--- src/rtl/blit_vidfetch.sv ---
// Display-side framebuffer fetcher: reads words sequentially over the RAM
// request/ack bus into a small FIFO and shifts them out MSB-first as pixels.
module blit_vidfetch #(
    parameter int FRAME_WORDS = 51200,
    parameter int FIFO_DEPTH  = 8
) (
    input  logic        clk,
    input  logic        rst,
    input  logic [17:0] fb_base,
    input  logic        vid_start,
    input  logic        pix_en,
    output logic        pix_out,
    output logic        underflow,
    output logic        ram_req,
    output logic [17:0] ram_addr,
    output logic [15:0] ram_wdata,
    output logic [1:0]  ram_wstrb,
    output logic        ram_we,
    input  logic        ram_ack,
    input  logic [15:0] ram_rdata
);
    localparam int PW  = $clog2(FIFO_DEPTH);
    localparam int CW  = PW + 1;
    localparam int FCW = $clog2(FRAME_WORDS + 1);

    typedef enum logic [0:0] {S_IDLE, S_WAIT} state_t;

    state_t         r_state;
    state_t         w_state_next;

    logic [15:0]    r_fifo [FIFO_DEPTH];
    logic [PW-1:0]  r_wptr;
    logic [PW-1:0]  r_rptr;
    logic [CW-1:0]  r_count;
    logic [15:0]    r_shreg;
    logic [3:0]     r_shcnt;
    logic [FCW-1:0] r_fetched;
    logic [17:0]    r_addr;
    logic           r_discard;
    logic           r_ram_req;
    logic [17:0]    r_ram_addr;
    logic           r_pix;
    logic           r_underflow;

    logic           w_can_issue;
    logic           w_issue;
    logic           w_accept;
    logic           w_push;
    logic           w_pop;
    logic [15:0]    w_head;

    // A request is only issued when the FIFO has room for the word it returns.
    assign w_can_issue = (r_fetched < FCW'(FRAME_WORDS)) &&
                         (r_count < CW'(FIFO_DEPTH)) && !vid_start;
    assign w_push      = w_accept && !r_discard && !vid_start;
    assign w_pop       = pix_en && !vid_start && (r_shcnt == 4'd0) && (r_count != '0);
    assign w_head      = r_fifo[r_rptr];

    always_ff @(posedge clk or posedge rst) begin
        if (rst) begin
            r_state <= S_IDLE;
        end else begin
            r_state <= w_state_next;
        end
    end

    always_comb begin
        w_state_next = r_state;
        case (r_state)
            S_IDLE: if (w_can_issue) w_state_next = S_WAIT;
            S_WAIT: if (ram_ack)     w_state_next = S_IDLE;
        endcase
    end

    always_comb begin
        w_issue  = 1'b0;
        w_accept = 1'b0;
        case (r_state)
            S_IDLE: w_issue  = w_can_issue;
            S_WAIT: w_accept = ram_ack;
        endcase
    end

    always_ff @(posedge clk or posedge rst) begin
        if (rst) begin
            r_ram_req  <= 1'b0;
            r_ram_addr <= '0;
            r_addr     <= '0;
            r_fetched  <= FCW'(FRAME_WORDS);
            r_discard  <= 1'b0;
        end else begin
            r_ram_req <= w_issue;
            if (w_issue) r_ram_addr <= r_addr;
            if (vid_start) begin
                r_addr    <= fb_base & ~18'd1;
                r_fetched <= '0;
            end else if (w_push) begin
                r_addr    <= r_addr + 18'd2;
                r_fetched <= r_fetched + FCW'(1);
            end
            // A restart during WAIT leaves one stale ack in flight; drop it.
            if (w_accept) begin
                r_discard <= 1'b0;
            end else if (vid_start && (r_state == S_WAIT)) begin
                r_discard <= 1'b1;
            end
        end
    end

    always_ff @(posedge clk) begin
        if (w_push) r_fifo[r_wptr] <= ram_rdata;
    end

    always_ff @(posedge clk or posedge rst) begin
        if (rst) begin
            r_wptr  <= '0;
            r_rptr  <= '0;
            r_count <= '0;
        end else if (vid_start) begin
            r_wptr  <= '0;
            r_rptr  <= '0;
            r_count <= '0;
        end else begin
            if (w_push) r_wptr <= r_wptr + PW'(1);
            if (w_pop)  r_rptr <= r_rptr + PW'(1);
            case ({w_push, w_pop})
                2'b10:   r_count <= r_count + CW'(1);
                2'b01:   r_count <= r_count - CW'(1);
                default: r_count <= r_count;
            endcase
        end
    end

    always_ff @(posedge clk or posedge rst) begin
        if (rst) begin
            r_pix       <= 1'b0;
            r_underflow <= 1'b0;
            r_shreg     <= '0;
            r_shcnt     <= '0;
        end else if (vid_start) begin
            r_pix       <= 1'b0;
            r_underflow <= 1'b0;
            r_shcnt     <= '0;
        end else if (pix_en) begin
            if (r_shcnt != 4'd0) begin
                r_pix   <= r_shreg[15];
                r_shreg <= {r_shreg[14:0], 1'b0};
                r_shcnt <= r_shcnt - 4'd1;
            end else if (r_count != '0) begin
                // Loading straight from the FIFO head keeps full-rate output gapless.
                r_pix   <= w_head[15];
                r_shreg <= {w_head[14:0], 1'b0};
                r_shcnt <= 4'd15;
            end else begin
                r_pix       <= 1'b0;
                r_underflow <= 1'b1;
            end
        end
    end

    assign ram_req   = r_ram_req;
    assign ram_addr  = r_ram_addr;
    assign pix_out   = r_pix;
    assign underflow = r_underflow;
    assign ram_wdata = '0;
    assign ram_wstrb = '0;
    assign ram_we    = 1'b0;

endmodule

--- config.mk ---
export PLATFORM = sky130hd
export DESIGN_NAME = blit_vidfetch
export DESIGN_NICKNAME = d
export VERILOG_FILES = /design/src/rtl/blit_vidfetch.sv
export SDC_FILE = /design/constraint.sdc
export NUM_CORES = 1
export LEC_CHECK = 0
export ABC_AREA = 1
export BUFFER_PORTS_ARGS = -buffer_cell sky130_fd_sc_hd__buf_4
export CORE_AREA = 2 2 198 103
export CTS_CLUSTER_DIAMETER = 50
export DETAILED_ROUTE_END_ITERATION = 6
export DIE_AREA = 0 0 200 105
export MAX_ROUTING_LAYER = met4
export PLACE_DENSITY_LB_ADDON = 0.25
export SLEW_MARGIN = 20
export SYNTH_ARGS = -nofsm -noshare
export SYNTH_HDL_FRONTEND = slang
export SYNTH_SLANG_ARGS = --single-unit
export TNS_END_PERCENT = 30
--- constraint.sdc ---
create_clock -name clk -period 2.85 [get_ports clk]
set_input_delay 0.57 -clock clk [delete_from_list [all_inputs] [get_ports clk]]
set_output_delay 0.57 -clock clk [all_outputs]
set_load 0.02 [all_outputs]
==> metrics.yaml, run 1 <==
cp_max_fo: 18
clkSinkCount: 212
netlist_area_mm2: 0.00926
fin_crit_ns: 2.08
routed_wl_um: 21600
fin_cells: 1197
cts_buffers: 20
synth-seq-cells: 212
postCtsSetupRepairBufs: 0
hold_viol_final: 0
synthTopCellsByCount: "128 x edfxtp_1, 119 x nand2_1, 112 x nor2_1, 99 x o21ai_0, 81 x dfrtp_1"
critPathTopFamily: "simple AND/OR/NAND/NOR gates"
cts_tree: "done"
antennaDiodeCount: 0
utilization_pct: 55.8
cts_resized: 0
holdWs_ns: 0.0835
drc: 0
first_pass_iters: 5
timing.rr.end: "r_count[3]$_DFFE_PP0P_"
synth.top_cells.by_area: "edfxtp_1 42%, dfrtp_1 22%, o21ai_0 5.4%"
grt_pass1_wl_um: 33500
fmax_ghz: 0.480
netlist_instances: 849
globalRouteOverflowTotal: 0
crit_chain: "inv_1 > ha_1 > nand2_4 > nor2_4 > nand3_2 > inv_1 > ha_1 > inv_1 > nor2_1 > nor2_1 > nand2_1 > nand2_1 > nand3_1 > nand2_1"
holdBufCountCts: 0
cp-start-kind: "flip-flop"
fin_nets: 964
synth_top_area_share_pct: 41.5
wl_per_cell_um: 18.1
antenna_found_initial: 0
core-area_mm2: 0.0191
cap_violations: 0
die_area_mm2: 0.0210
fin_crit_sh_pct: 73.1
synthFlopType: "edfxtp_1"
grt_util_all_layers_pct: 21.5
clkTransAtPathRegs_ns: 0.07
endpoint_kind: "flip-flop"
crit_required_ns: 3.30
ys_seq_area_share_pct: 64.3
r2r_cells: 14
worst_slack_ns: 0.768
r2r_start: "r_shcnt[0]$_DFFE_PP0P_"
placedCellCount: 1161
setup_viol: 0
cpMaxStageDelayCell: "dfrtp_1"
rrSetupSlack_ns: 0.77
crit_buf_inv: 3
outcome: "completed"
setup_tns_ns: 0
vias: 6419
synth_edf_count: 128
critical_path_class: "flip-flop to flip-flop"
cts_max_level: 1
post_drt_via_cell_ratio: 5.36
power_density_mw_per_mm2: 856
ys_warn_count: 0
drt-initial-drc-count: 612
start_util_pct: 48.4
p_leak_nw: 4.19
fill_cells: 1625
skew_ns: 0.0161
ys_types: 47
clockBufferDepth: 3
tightest_slew_ns: 1.07
async_flop_share_pct: 39.6
synth_top_area_cell: "edfxtp_1"
power_mw: 9.14
hold_class: "primary input to asynchronous set/reset pin"
slowest_delay_ns: 0.41
gp_congestion: 0.791
rsz0062_at_grt: "false"
postPlaceCellArea_mm2: 0.0100
chipHeight_um: 105
clock_latency_ns: 0.50
pre_cts_slack_ns: 0.504
numPortBuffers: 57
peakVddDrop_v: 0.000516
grt_max_degree: 68
ant_nets: 0
arrival_ns: 2.53
slew_headroom_pct: 28.7
dp_hpwl_um: 13800
stdcell_area_mm2: 0.0107
synth_area_per_cell_um2: 10.9
die_w_um: 200
cts_root_buf: "clkbuf_16"
slew_viol_final: 0
rows: 36
io_pins: 79
drive_gt1_share_pct: 16.1
post-synth-top-count-cell: "edfxtp_1"
syn2layout_area_growth_pct: 15.4
grt_pass1_vias: 5875
-- kinds of logic (layout without fill, tap and decap cells) --
family	count (synthesis)	count (layout)	synth area share [%]
buffers and inverters	114	177	5.87
flip-flops	212	212	64.3
AND/OR/NAND/NOR	295	295	14.5
AO/OA/AOI/OAI	207	207	13.1
XOR/XNOR	12	12	1.14
other	1	20	0.0405
adder cells (fa/ha/maj)	8	8	1.08
-- routing by layer --
layer,global-route usage [%],part of all wire (%)
met1,35.6,51
met2,27.3,41
met3,3.68,7.1
met4,3.76,1.1
met5,-,0
-- registers in the layout, summed over array words and instances, names as in the netlist --
name	flops
r_fifo	128
r_addr	17
ram_addr	17
r_fetched	16
r_shreg	15
r_count	4
r_shcnt	4
r_rptr	3
r_wptr	3
pix_out	1
r_discard	1
r_state	1
ram_req	1
underflow	1
-- worst max path at each step --
stage / start / endpoint / slack [ns] / cells past startpoint
finish: r_shcnt[0]$_DFFE_PP0P_ / r_count[3]$_DFFE_PP0P_ / 0.77 / 14
floorplan: rst / pix_out$_DFFE_PP0P_ / 0.12 / 1
detailed placement: ram_ack / r_fifo[7][14]$_DFFE_PP_ / 0.50 / 7
CTS: r_shcnt[0]$_DFFE_PP0P_ / r_count[3]$_DFFE_PP0P_ / 0.77 / 13
global route: r_shcnt[0]$_DFFE_PP0P_ / r_count[2]$_DFFE_PP0P_ / 0.52 / 12
global placement: ram_ack / r_fifo[7][14]$_DFFE_PP_ / 0.57 / 7
-- placed cells by master, fill, tap and decap left out, types with 10 or more instances in the layout --
master | Yosys | routed
edfxtp_1 | 128 | 128
nand2_1 | 119 | 119
nor2_1 | 112 | 110
o21ai_0 | 99 | 99
buf_4 | 22 | 80
dfrtp_1 | 81 | 80
inv_1 | 51 | 50
a21oi_1 | 45 | 45
o221ai_1 | 27 | 27
clkbuf_16 | 0 | 21
conb_1 | 1 | 20
nand3_1 | 19 | 19
o211ai_1 | 12 | 12
xor2_1 | 10 | 10
nand4_1 | 10 | 10
o22ai_1 | 10 | 10
-- power by group --
part	leakage, nW	switching [mW]	internal (mW)
Clock	0.315	1.15	1.62
Combinational	1.68	1.65	0.816
Sequential	2.20	0.275	3.64
-- layout make-up --
| class | instances | area (um^2) | share of cell area [%] |
|---|---|---|---|
| Clock buffer | 24 | 537 | 5.03 |
| Clock inverter | 12 | 135 | 1.27 |
| Inverter | 59 | 229 | 2.14 |
| Multi-Input combinational cell | 542 | 2860 | 26.7 |
| Sequential cell | 212 | 5950 | 55.7 |
| Tap cell | 266 | 333 | 3.12 |
| Timing Repair Buffer | 82 | 641 | 6.00 |
Note: power is estimated with default switching activity, not from simulation.
==> run 2: changes to the inputs <==
ABC_AREA = 0   (was 1)
CORE_AREA = 2 2 196 102   (was 2 2 198 103)
DIE_AREA = 0 0 198 104   (was 0 0 200 105)
clock period = 1.68 ns   (was 2.85 ns; I/O delays follow)
==> run 2 against run 1 <==
- the flow now finishes with violations (negative setup slack)
- wire length decreased by 3.6%
- synthesized cell count decreased by 22%
- critical path depth is 4 lower
- die area is 1.9% lower
- first-iteration DRC count down 41%
- largest power group unchanged
==> metrics.yaml, run 2 <==
outcome: "complete, but fails checks"
violations: "negative setup slack"
synth.top_cells.by_area: "edfxtp_1 42%, dfrtp_1 22%, mux4_2 7.9%"
skew_ns: 0.0162  # +0.0000796 ns
tightest_slew_ns: 0.495  # -0.573 ns
hold_class: "primary input to flip-flop"
worst_slack_ns: -0.953  # -1.72 ns
holdWs_ns: 0.0479  # -0.0356 ns
cap_violations: 0  # unchanged
syn2layout_area_growth_pct: 28.8
ys_types: 51  # +8.5%
fill_cells: 1402  # -14%
post-synth-top-count-cell: "edfxtp_1"
r2r_cells: 10  # -4
synth-seq-cells: 212  # unchanged
ys_warn_count: 0  # unchanged
clkSinkCount: 212  # unchanged
utilization_pct: 61.6  # +5.8 points
numPortBuffers: 57  # unchanged
grt_util_all_layers_pct: 21.1  # -0.44 points
cts_root_buf: "clkbuf_16"
cts_max_level: 1  # unchanged
critPathTopFamily: "simple AND/OR/NAND/NOR gates"
die_area_mm2: 0.0206  # -1.9%
p_leak_nw: 4.43  # +5.6%
rows: 36  # unchanged
synthTopCellsByCount: "128 x edfxtp_1, 93 x nand2_1, 81 x dfrtp_1, 52 x nor2_1, 35 x o21ai_0"
ant_nets: 0  # unchanged
post_drt_via_cell_ratio: 5.33  # -0.57%
io_pins: 79  # unchanged
gp_congestion: 0.855  # +8.1%
endpoint_kind: "flip-flop"
grt_max_degree: 52  # -24%
chipHeight_um: 104  # -0.95%
cp_max_fo: 3  # -15
fin_cells: 1075  # -10%
clock_latency_ns: 0.50  # about the same
die_w_um: 198  # -1.0%
placedCellCount: 1015  # -13%
rsz0062_at_grt: "true"
fin_crit_sh_pct: 157  # +84 points
largest_reg_flops: 128  # unchanged
fmax_ghz: 0.380  # -21%
cts_tree: "done"
power_mw: 15.2  # +66%
start_util_pct: 47.8  # -0.54 points
worstHoldStart: "fb_base[11]"
grt_pass1_vias: 5987  # +1.9%
synth_area_per_cell_um2: 13.8  # +26%
cts_buffers: 20  # unchanged
cp-start-kind: "flip-flop"
slew_viol_final: 0  # unchanged
timing.rr.end: "r_count[3]$_DFFE_PP0P_"
vias: 5732  # -11%
core-area_mm2: 0.0190  # -0.94%
final_common_cell: "edfxtp_1"
final_cell_mix: "128 x edfxtp_1, 111 x buf_4, 79 x nand2_1, 79 x dfrtp_1, 38 x nor2_1"
first_pass_iters: 5  # unchanged
hold_viol_final: 0  # unchanged
clkTransAtPathRegs_ns: 0.07  # about the same
synth_top_area_share_pct: 42.4  # +0.87 points
setup_tns_ns: -34.90  # -34.90 ns
drt-initial-drc-count: 362  # -41%
crit_buf_inv: 1  # -2
r2r_start: "r_shcnt[0]$_DFFE_PP0P_"
netlist_area_mm2: 0.00907  # -2.0%
crit_top_cell: "ha_4"
antenna_found_initial: 0  # unchanged
pre_cts_slack_ns: -0.807  # -1.31 ns
multi_input_area_mm2: 0.00329  # +15%
ys_seq_area_share_pct: 65.6  # +1.3 points
slew_headroom_pct: 66.6  # +38 points
arrival_ns: 3.02  # +0.49 ns
seqCellArea_mm2: 0.00595  # about the same
globalRouteOverflowTotal: 0  # unchanged
wl_per_cell_um: 19.4  # +7.3%
async_flop_share_pct: 39.6  # unchanged
peakVddDrop_v: 0.000635  # +23%
fin_crit_ns: 2.63  # +0.551 ns
rrSetupSlack_ns: -0.95  # -1.72 ns
synth_top_area_cell: "edfxtp_1"
antennaDiodeCount: 0  # unchanged
grt_pass1_wl_um: 32500  # -3.1%
drive_gt1_share_pct: 36.5  # +20 points
drc: 0  # unchanged
hold_end: "r_addr[11]$_DFFE_PP0N_"
fin_nets: 842  # -13%
crit_chain: "inv_2 > ha_4 > nand4bb_4 > nor4_4 > ha_4 > nand2_4 > a2111oi_4 > a311oi_4 > mux2i_1 > mux2_2"
setup_viol: 170  # +170
stdcell_area_mm2: 0.0117  # +9.3%
power_density_mw_per_mm2: 1300  # +52%
netlist_instances: 659  # -22%
dp_hpwl_um: 12600  # -8.5%
holdPathStages: 3
synth_edf_count: 128  # unchanged
slowest_delay_ns: 0.40  # about the same
crit_required_ns: 2.07  # -1.23 ns
synthFlopType: "edfxtp_1"
postPlaceCellArea_mm2: 0.0104  # +3.5%
clockBufferDepth: 3  # unchanged
critical_path_class: "flip-flop to flip-flop"
routed_wl_um: 20800  # -3.6%
cpMaxStageDelayCell: "nor4_4"
top_register: "r_fifo"
[run 2: worst max-delay path by stage]
stage	from	to	slack, ns	cells after the start
finish	r_shcnt[0]$_DFFE_PP0P_	r_count[3]$_DFFE_PP0P_	-0.95	10
CTS	r_shcnt[1]$_DFFE_PP0P_	r_count[3]$_DFFE_PP0P_	-0.77	10
global route	r_shcnt[0]$_DFFE_PP0P_	r_count[3]$_DFFE_PP0P_	-1.03	10
global placement	r_shcnt[1]$_DFFE_PP0P_	r_count[3]$_DFFE_PP0P_	-0.71	10
detailed placement	r_shcnt[1]$_DFFE_PP0P_	r_count[3]$_DFFE_PP0P_	-0.81	10
floorplan	r_shcnt[1]$_DFFE_PP0P_	r_count[3]$_DFFE_PP0P_	-0.77	10
[run 2: logic make-up (layout without fill, tap and decap cells)]
kind of cell / Yosys count / count (layout) / share of synthesized area, %
DFF: 212 / 212 / 65.6
AOI/OAI and AO/OA: 82 / 82 / 5.30
buffers and inverters: 62 / 193 / 3.77
xor gates and xnor gates: 35 / 35 / 3.38
muxes: 52 / 52 / 10.2
adders and majority gates: 8 / 8 / 1.10
and+or+nand+nor: 207 / 207 / 10.6
other: 1 / 20 / 0.0414
[run 2: repair_timing]
action	4_1_cts	5_1_grt
pin swaps	18	26
hold buffers	1	0
endpoints found under the setup margin	185	197
gates cloned	3	0
gates resized for setup	67	56
setup buffers	17	4
hold endpoints to repair	13	0
[run 2: report_power, final]
part           total (mW)  switching [mW]  internal (mW)  leakage [nW]
combinational        4.39            2.26           2.13          1.89
clock                4.45            1.90           2.55         0.307
sequential           6.32           0.327           5.99          2.23
[run 2: per-layer routing]
metal / wire length [um] / up-vias / track usage [%]
met2: 9650 / 129 / 31.5
met3: 938 / 45 / 3.37
met4: 439 / 0 / 4.94
li1: - / 2634 / -
met5: 0 / - / -
met1: 9820 / 2924 / 30.7
[run 2: worst min-delay path, stage by stage]
cell	delay, ns
buf_4	0.07
nand2_1	0.04
o21ai_1	0.06
[run 2: cell type report]
type,count,share of cell area [%]
Sequential cell,212,51.0
Multi-Input combinational cell,404,28.2
Timing Repair Buffer,145,12.1
Clock buffer,29,4.94
Tap cell,266,2.85
Clock inverter,7,0.546
Inverter,12,0.450
==> run 3: changes to the inputs <==
CORE_AREA = 4 4 198 104   (was 2 2 196 102)
DIE_AREA = 0 0 202 108   (was 0 0 198 104)
==> run 3 against run 2 <==
- the flow still finishes with violations (negative setup slack)
- combinational power increased by 4%
- highest routed layer unchanged
- cell count grew 2.2%
- total power up 5.7%
- wire length rose by 2.7%
- critical path type unchanged
- sequential share of layout area down 1.7 points
- count of clock-buffer cells in the layout down 6
- global-route usage decreased by 1.5 points
- flip-flop and latch count did not move
- maximum frequency up 3.3%
- critical path depth stayed put
- via count rose by 3.2%
- die area grew 5.9%
==> metrics.yaml, run 3 (synthesis results as in run 2) <==
rsz0062_at_grt: "true"
fin_nets: 866  # +2.9%
holdWs_ns: 0.0446  # -0.00331 ns
largest_reg_flops: 128  # unchanged
skew_ns: 0.0138  # -0.00233 ns
violations: "negative setup slack"
drc: 0  # unchanged
drt-initial-drc-count: 409  # +13%
routed_wl_um: 21400  # +2.7%
fin_crit_sh_pct: 152  # -5.0 points
cts_buffers: 20  # unchanged
core-area_mm2: 0.0190  # unchanged
comb_power_share_pct: 28.5  # -0.5 points
clkTransAtPathRegs_ns: 0.07  # about the same
clock_power_share_pct: 31.8  # +2.4 points
slew_viol_final: 0  # unchanged
grt_util_all_layers_pct: 19.6  # -1.5 points
drive_gt1_share_pct: 39.5  # +3.0 points
final_common_cell: "edfxtp_1"
cap_violations: 0  # unchanged
tightest_slew_ns: 0.590  # +0.0952 ns
hold_viol_final: 0  # unchanged
fmax_ghz: 0.392  # +3.3%
holdPathStages: 3  # unchanged
fill_cells: 1337  # -4.6%
gp_congestion: 0.815  # -4.6%
die_w_um: 202  # +2.0%
die_area_mm2: 0.0218  # +5.9%
numPortBuffers: 57  # unchanged
cp-start-kind: "flip-flop"
r2r_cells: 10  # unchanged
chipHeight_um: 108  # +3.8%
vias: 5917  # +3.2%
clock_latency_ns: 0.49  # about the same
power_density_mw_per_mm2: 1330  # +2.1%
fin_cells: 1099  # +2.2%
clkSinkCount: 212  # unchanged
start_util_pct: 47.8  # unchanged
r2r_start: "r_shcnt[1]$_DFFE_PP0P_"
outcome: "complete, but fails checks"
clockBufferDepth: 3  # unchanged
wl_per_cell_um: 19.5  # +0.47%
ant_nets: 0  # unchanged
cts_tree: "done"
crit_required_ns: 2.05  # -0.02 ns
cp_max_fo: 4  # +1
syn2layout_area_growth_pct: 33.3
peakVddDrop_v: 0.000738  # +16%
power_mw: 16.0  # +5.7%
fin_crit_ns: 2.55  # -0.0832 ns
p_int_mw: 11.4  # +7.2%
final_cell_mix: "128 x edfxtp_1, 119 x buf_4, 81 x nand2_1"
globalRouteOverflowTotal: 0  # unchanged
slew_headroom_pct: 60.7  # -5.9 points
utilization_pct: 63.8  # +2.2 points
worst_slack_ns: -0.870  # +0.0832 ns
dp_hpwl_um: 13300  # +5.2%
endpoint_kind: "flip-flop"
worstHoldStart: "fb_base[6]"
top_register: "r_fifo"
placedCellCount: 1023  # +0.79%
first_pass_iters: 5  # unchanged
antennaDiodeCount: 0  # unchanged
cp-startpoint: "r_shcnt[1]$_DFFE_PP0P_"
cts_max_level: 1  # unchanged
setup_tns_ns: -31.48  # +3.42 ns
critical_path_class: "flip-flop to flip-flop"
io_pins: 79  # unchanged
arrival_ns: 2.92  # -0.10 ns
hold_class: "primary input to flip-flop"
grt_pass1_wl_um: 32800  # +0.85%
setup_viol: 171  # +0.59%
rows: 36  # unchanged
post_drt_via_cell_ratio: 5.38  # +0.97%
p_leak_nw: 4.63  # +4.6%
switching_share_pct: 28.6  # -0.96 points
cts_root_buf: "clkbuf_16"
seq_power_share_pct: 39.7  # -2.0 points
antenna_found_initial: 0  # unchanged
grt_max_degree: 59  # +13%
p_sw_mw: 4.58  # +2.3%
grt_pass1_vias: 6013  # +0.43%
==> run 3: layout make-up <==
class                           instances  area (um^2)  area share, %
Clock inverter                         13          210           1.74
Tap cell                              266          333           2.75
Multi-Input combinational cell        404         3300           27.3
Clock buffer                           23          533           4.41
Inverter                               12         48.8          0.404
Sequential cell                       212         5950           49.2
Timing Repair Buffer                  169         1710           14.1
==> run 3: worst paths after layout <==
| path | end | slack, ns |
|---|---|---|
| min in group asynchronous | ram_addr[14]$_DFFE_PP0P_ | 0.37 |
| setup / recovery | r_count[3]$_DFFE_PP0P_ | -0.87 |
| hold reg to reg | ram_addr[7]$_DFFE_PP0P_ | 0.48 |
| hold / removal | r_addr[6]$_DFFE_PP0N_ | 0.04 |
| max in group asynchronous | r_fetched[14]$_DFFE_PP1N_ | 0.73 |
| setup reg to reg | r_count[3]$_DFFE_PP0P_ | -0.87 |
==> run 3: per-layer routing <==
| layer | track usage (%) | up-vias | wire, um |
|---|---|---|---|
| li1 | - | 2684 | - |
| met1 | 28.9 | 3077 | 10300 |
| met2 | 29.5 | 127 | 9980 |
| met3 | 3.06 | 29 | 826 |
| met4 | 3.85 | 0 | 348 |
| met5 | - | - | 0 |
==> run 3: power groups by stage <==
| stage | logic [mW] | registers (mW) | clock network, mW |
|---|---|---|---|
| after floorplan | 2.02 | 6.55 | 0 |
| after global placement | 3.33 | 6.36 | 0 |
| after detailed placement | 3.45 | 6.40 | 0 |
| after CTS | 4.08 | 6.30 | 5.20 |
| after global routing | 4.91 | 6.40 | 5.43 |
| final | 4.57 | 6.36 | 5.10 |
==> run 3: critical path, cell delays in order, from the launching register on <==
cell,delay [ns]
dfrtp_1,0.40
inv_2,0.09
ha_4,0.15
nand4bb_4,0.14
nor4_4,0.25
ha_1,0.32
nand2_1,0.09
a2111oi_1,0.07
a311oi_1,0.31
mux2i_1,0.25
mux2_2,0.34
==> run 3: through the flow <==
stage	setup WS [ns]	area (um^2)
global route	-0.947	12100
floorplan	-0.767	9230
detailed placement	-0.811	10400
CTS	-0.795	11600
global placement	-0.722	10400
finish	-0.870	12100
==> run 3: repair_timing <==
item                                    in CTS  in global routing
setup buffers                               20                 18
cloned                                       4                  1
hold endpoints to repair                    10                  0
endpoints found under the setup margin     175                194
resized for setup                           65                 88
pin swaps                                   16                 26
hold buffers                                 1                  0
